<file path="config.mk">
export PLATFORM = sky130hd
export DESIGN_NAME = instr_fetch_queue
export DESIGN_NICKNAME = d
export VERILOG_FILES = /design/src/rtl/instr_fetch_queue.sv
export SDC_FILE = /design/constraint.sdc
export NUM_CORES = 1
export LEC_CHECK = 0
export CAP_MARGIN = 20
export CORE_MARGIN = 2
export CORE_UTILIZATION = 40
export CTS_CLUSTER_DIAMETER = 40
export DETAILED_ROUTE_END_ITERATION = 7
export GPL_TIMING_DRIVEN = 0
export HOLD_SLACK_MARGIN = 0.12
export PLACE_DENSITY_LB_ADDON = 0.08
export SETUP_SLACK_MARGIN = 0.1
export SYNTH_ARGS = -nofsm -noshare
export SYNTH_HDL_FRONTEND = slang
export SYNTH_SLANG_ARGS = --single-unit
</file>
<file path="constraint.sdc">
create_clock -name clk -period 7.4 [get_ports clk]
set_input_delay 1.48 -clock clk [delete_from_list [all_inputs] [get_ports clk]]
set_output_delay 1.48 -clock clk [all_outputs]
set_load 0.02 [all_outputs]
</file>
<file path="src/rtl/instr_fetch_queue.sv">
// Fetch stage: owns the fetch PC, streams word requests to imem and queues responses in order.
// Optional FETCH_ALIGN_CHECK_EN: misaligned redirects halt fetch and raise a sticky fetch_misalign.
module instr_fetch_queue #(
    parameter int          DEPTH    = 4,
    parameter logic [31:0] RESET_PC = 32'h0
) (
    input  logic        clk,
    input  logic        reset,
    output logic        imem_req_valid,
    input  logic        imem_req_ready,
    output logic [31:0] imem_addr,
    input  logic        imem_resp_valid,
    input  logic [31:0] imem_resp_data,
    output logic        out_valid,
    input  logic        out_ready,
    output logic [31:0] out_pc,
    output logic [31:0] out_instruction,
    input  logic        redirect,
    input  logic [31:0] redirect_pc,
    output logic        fetch_misalign
);
    localparam int CW = $clog2(DEPTH + 1);
    localparam int PW = $clog2(DEPTH);

    logic [31:0]   fetch_pc;
    logic [31:0]   resp_pc;
    logic [CW-1:0] count;
    logic [CW-1:0] pending;
    logic [CW-1:0] drop;
    logic [PW-1:0] rd_ptr;
    logic [PW-1:0] wr_ptr;
    logic [31:0]   pc_q   [DEPTH];
    logic [31:0]   data_q [DEPTH];
    logic          halted;

    logic [CW:0]   occupancy;
    logic [31:0]   target;
    logic          accept;
    logic          resp_fire;
    logic          push;
    logic          pop;

    assign target    = redirect_pc & ~32'h3;
    assign occupancy = (CW+1)'(count) + (CW+1)'(pending);

    assign imem_req_valid = !reset && !redirect && !halted
                          && (occupancy < (CW+1)'(DEPTH));
    assign imem_addr      = fetch_pc;
    assign accept         = imem_req_valid && imem_req_ready;

    // Responses with nothing outstanding are stale (e.g. issued before reset).
    assign resp_fire = imem_resp_valid && (pending != '0);
    assign push      = resp_fire && (drop == '0) && !redirect;

    assign out_valid       = (count != '0) && !redirect;
    assign out_pc          = pc_q[rd_ptr];
    assign out_instruction = data_q[rd_ptr];
    assign pop             = out_valid && out_ready;

    always_ff @(posedge clk) begin
        if (reset) begin
            fetch_pc <= RESET_PC;
            resp_pc  <= RESET_PC;
            count    <= '0;
            pending  <= '0;
            drop     <= '0;
            rd_ptr   <= '0;
            wr_ptr   <= '0;
            for (int i = 0; i < DEPTH; i++) begin
                pc_q[i]   <= '0;
                data_q[i] <= '0;
            end
        end else if (redirect) begin
            // Everything still in flight gets discarded as it returns.
            fetch_pc <= target;
            resp_pc  <= target;
            count    <= '0;
            rd_ptr   <= '0;
            wr_ptr   <= '0;
            pending  <= pending - CW'(resp_fire);
            drop     <= pending - CW'(resp_fire);
        end else begin
            if (accept)
                fetch_pc <= fetch_pc + 32'd4;
            pending <= pending + CW'(accept) - CW'(resp_fire);
            if (resp_fire && (drop != '0))
                drop <= drop - CW'(1);
            if (push) begin
                pc_q[wr_ptr]   <= resp_pc;
                data_q[wr_ptr] <= imem_resp_data;
                wr_ptr         <= wr_ptr + PW'(1);
                resp_pc        <= resp_pc + 32'd4;
            end
            if (pop)
                rd_ptr <= rd_ptr + PW'(1);
            count <= count + CW'(push) - CW'(pop);
        end
    end

`ifdef FETCH_ALIGN_CHECK_EN
    logic misalign;

    always_ff @(posedge clk) begin
        if (reset) begin
            halted   <= 1'b0;
            misalign <= 1'b0;
        end else if (redirect) begin
            halted   <= |redirect_pc[1:0];
            misalign <= |redirect_pc[1:0];
        end
    end

    assign fetch_misalign = misalign;
`else
    assign halted         = 1'b0;
    assign fetch_misalign = 1'b0;
`endif

endmodule

</file>
== After elaboration in Yosys (flattened, before gate mapping) ==
Memories as Yosys holds them, arrays and structs flattened. A register that Yosys moved wholly into a read port is not among the register bits.
Cells that the tools add are included.

* Multiplexer cells: 23
* Reduce and logical (&&, ||, !) cells: 21
* Eq/ne operators: 0
* Add/subtract/negate cells: 11
* $mul: 0
* Order comparisons: 1
* Bitwise gates (word level): 0
* Shift operators: 0
* Div/mod/pow operators: 0

{| class="wikitable"
|+ Operators with widths
! cell !! number
|-
| 32-bit two-way mux || 6
|-
| 32-bit by 3-bit adder with 32-bit output, second input constant || 2
|-
| 32-bit OR reduction || 2
|-
| 2-bit two-way mux || 6
|-
| 1-bit logical AND || 9
|-
| 3-bit two-way mux || 3
|-
| 3-bit nonzero test || 3
|-
| 3-bit by 1-bit subtractor with 3-bit output || 3
|-
| 1-bit two-way mux || 8
|-
| 3-bit by 1-bit adder with 3-bit output || 2
|-
| 2-bit nonzero test || 3
|-
| 2-bit by 1-bit adder with 2-bit output, second input constant || 2
|-
| 3-bit by 3-bit adder with 4-bit output || 1
|-
| 4-bit by 3-bit less-than comparator with 1-bit output, second input constant || 1
|-
| 3-bit zero test || 1
|-
| 3-bit by 1-bit subtractor with 3-bit output, second input constant || 1
|-
| 1-bit zero test || 2
|-
| 2-bit OR reduction || 1
|}

* Output and inout bits: 99
* Flip-flop bits (word level): 77
* Bits in read-only memories: 0
* Bits of input ports: 70
* Latch bits: 0
* Memories: 2
* Memory bits (writable): 256
* Word-level logic and storage cells: 67

{| class="wikitable"
|+ Memories
! name !! depth !! bits a word !! read ports !! clocked after Yosys merged registers in !! wr ports !! RTL line !! RTL
|-
| data_q || 4 || 32 || 1 || 1 || 4 || 33 || <nowiki>logic [31:0] data_q [DEPTH];</nowiki>
|-
| pc_q || 4 || 32 || 1 || 1 || 4 || 32 || <nowiki>logic [31:0] pc_q [DEPTH];</nowiki>
|}

== Logic depth before layout (Yosys ltp) ==
* Depth in word-level cells: 10
* Gate-level depth with buffers: 15
* Depth with buffers taken out: 12

== Worst setup path before layout ==
No wires, ideal clock.

* Kind: input port to flip-flop
* Start point: in imem_resp_valid
* End point: mem data_q[1][0], enable pin
* Path buffers: 1
* Setup slack: 1.852 ns
* Arrival time: 5.054 ns
* Required time: 6.905 ns
* Setup time: 0.495 ns
* Cell stages on the path: 5
* Cells stage by stage: and3b_1 -> and3_1 -> clkbuf_1 -> nand2_1 -> o21bai_1

{| class="wikitable"
|+ RTL lines
! element !! RTL line !! RTL
|-
| from (decl) || 12 || <nowiki>input logic imem_resp_valid,</nowiki>
|-
| to (decl) || 33 ||
|}

== Final worst setup path ==
* Start point: in redirect
* End point: out out_valid

* Cells in the longest elaborated chain, start to end: 2

{| class="wikitable"
|+ RTL lines
! element !! RTL line !! RTL
|-
| from (decl) || 18 || <nowiki>input logic redirect,</nowiki>
|-
| 1-bit zero test || 55 || <nowiki>assign out_valid = (count != '0) && !redirect;</nowiki>
|-
| 1-bit logical AND || 55 ||
|-
| to (decl) || 14 || <nowiki>output logic out_valid,</nowiki>
|}

No other way between the ends.

==> out/metrics.cfg <==
[worst_hold_path]
min_to = rd_ptr[1]
worst_hold_path.num_cells = 2
holdCritPathClass = reg -> reg
min_from = rd_ptr[1]

[global_routing]
grtUsageMet2_pct = 36.3
grt_max_degree = 44
gr-usage-met3_pct = 2.89
grt_pass1_wl_mm = 62.0
gr-usage-met1_pct = 27.7
grt_antenna_before_repair = 0
grt_pass1_vias = 10600
grtUsageTotal_pct = 21.1
grt-ovfl-total = 0
busiest_layer = met2

[logic_synthesis]
synth_edf_count = 248
ys_warn_count = 0
yosysSeqAreaShare_pct = 59.8
ys.flop_type = edfxtp_1
synth_cells = 1159
synth.ff_latch_count = 323
yosys.cell_types.count = 59
synthArstFlopShare_pct = 0
avgSynthCellArea_sq_um = 12.9
syn_area_sq_um = 15000

[placement]
dp_hpwl_mm = 27.4
gp_congestion = 0.863
pre_cts_slack_ps = 1990
port_buffers = 160
dp_cells = 1797
dpl_cell_area_sq_um = 17300

[finish]
nets = 1466
drive_above_1_share_pct = 12.9
utilization_pct = 52.0
instances_no_fill = 1893
fillers = 3229
area_delta_synth_final_pct = 27.7
diodes = 0
finish.instance_area_sq_um = 19100

[clocking]
htreeDepth = 2
clk_latency_ps = 550
root_buffer = clkbuf_16
cts_resized = 0
ctsLongestPathBuffers = 3
postCtsHoldBufs = 0
clk_pin_slew_ps = 50
cts_buffers = 51
cts_setup_buffers = 0
cts_tree = built
clock-sinks = 323

[routing]
routedWlPerCell_microns = 21.5
wirelength_mm = 40.7
drt_iter0_markers = 593
vias = 10100
drc = 0
ant_nets = 0
drt_pre_antenna_iters = 5
vias_per_cell = 5.34

[sta]
period_share_pct = 66.5
rsz0062_at_grt = false
finalClockSkew_ps = 14.5
max-slew-margin-rel_pct = 33.9
fmax_ghz = 0.203
finalSetupViolations = 0
period_needed_ps = 4920
tightest_slew_ps = 992
slew_violations = 0
hold_viol_final = 0
setup_ws_ps = 2480
setup-tns-final_ps = 0

[pwr]
switchingPower_mw = 1.30
power.leakage_nw = 6.88
pwr-share-seq_pct = 41.4
p_per_area_nw_per_um2 = 270
clockPowerShare_pct = 47.2
p_comb_share_pct = 11.4
internal_power_mw = 3.85
peakVddDrop_mv = 0.149
switching_share_pct = 25.3

[run]
cap_viol_max_count = 0

[critical_path]
rrSetupSlack_ps = 3600
r2r.worst_path.cells = 15
path_max_fanout = 10
startpoint_type = input pin
rr_endpoint = pending[2]
rr_startpoint = pending[2]
cp_data_required_time_ps = 5920
critPathArrivalTime_ps = 3440
critPathKind = in -> out
endpoint_kind = primary output

[die]
die_w_microns = 197
dieArea_sq_um = 39000
pin_count = 169
core_sq_um = 36700
die_h_microns = 197
rows = 70
start_util_pct = 40.8

[outcome]
status = finished clean

metrics by stage:
step	total power [mW]	hold slack (ps)
floorplan	2.47	485
global placement	2.75	516
detailed placement	2.76	510
CTS	5.21	533
global route	5.34	564
finish	5.15	535
worst max-delay path by stage:
stage	end	cells past startpoint	startpoint
6_report	out_valid	5	redirect
5_1_grt	out_instruction[2]	4	flip-flop
4_1_cts	out_instruction[2]	4	flip-flop
3_5_place_dp	data_q[0][21]	7	reset
3_3_place_gp	data_q[1][6]	6	imem_resp_valid
2_1_floorplan	data_q[1][0]	5	imem_resp_valid
cell usage in the layout (no fill, tap or decap), types with 31 or more instances in the layout:
master and count:
edfxtp_1 248, and3_1 62, clkdlybuf4s50_1 160, nand2_1 54, dfxtp_1 75, clkbuf_1 71
and2_1 183, mux4_2 62, nor2_1 47, clkbuf_16 53, xnor2_1 31
flip-flops by register name (all words and copies together) (netlist names), named ones only:
name       cells
wr_ptr         2
drop           3
count          3
resp_pc       30
pc_q         120
data_q       128
imem_addr     30
pending        3
rd_ptr         2
power by group through the flow:
stage | Clock, mW | Combinational [mW] | Sequential (mW)
floorplan | 0 | 0.317 | 2.16
global placement | 0 | 0.580 | 2.17
detailed placement | 0 | 0.594 | 2.17
CTS | 2.48 | 0.598 | 2.13
global route | 2.55 | 0.640 | 2.14
finish | 2.43 | 0.588 | 2.13
synthesized netlist by cell type, drive strengths merged, types with 4 or more instances:
cell,number,area (sq um)
mux4,62,1400
o211ai,9,67.6
nor4,26,178
clkbuf,67,251
nor3,19,100
nand2,55,209
o21ai,21,105
nor3b,6,45.0
nand3,24,150
a21boi,14,105
nand3b,4,30.0
nand4,21,131
a211oi,14,105
a21oi,23,115
edfxtp,248,7450
nor2,47,176
inv,26,97.6
ha,12,150
or2,4,25.0
and2,183,1140
xnor2,31,272
or3,8,50.1
xor2,7,61.3
a31oi,18,113
or4,7,60.1
buf,25,124
dfxtp,75,1500
and3,63,395
and4,6,52.6
routing by layer:
| layer | up-vias | wire length (microns) | part of all wire (%) |
|---|---|---|---|
| met2 | 314 | 20000 | 49 |
| met1 | 4965 | 17800 | 44 |
| met5 | - | 0 | 0 |
| met3 | 64 | 1970 | 4.9 |
| li1 | 4774 | - | - |
| met4 | 0 | 862 | 2.1 |
worst max-delay path, cell delays in order:
cell	delay [ps]
buf_2	240
clkbuf_1	440
clkbuf_1	580
nor2_1	130
clkdlybuf4s50_1	570
kinds of logic after synthesis:
family / Yosys count / synth area share [%]
xor+xnor: 38 / 2.23
flops: 323 / 59.8
buf+inv: 118 / 3.16
simple gates: 477 / 18.6
other cells: 1 / 0.0251
fa+ha+maj: 14 / 1.27
compound gates: 123 / 5.39
mux: 65 / 9.54
final cells by class:
class	instances	area, sq um	share of cell area (%)
clock buffer	58	1360	7.10
tap	468	586	3.07
inverter	26	97.6	0.511
timing repair buffer	166	1740	9.09
clock inverter	38	417	2.18
buffer	92	375	1.97
multi-input combinational	722	5580	29.2
sequential	323	8950	46.9
Power figures use the tool's default switching activity.
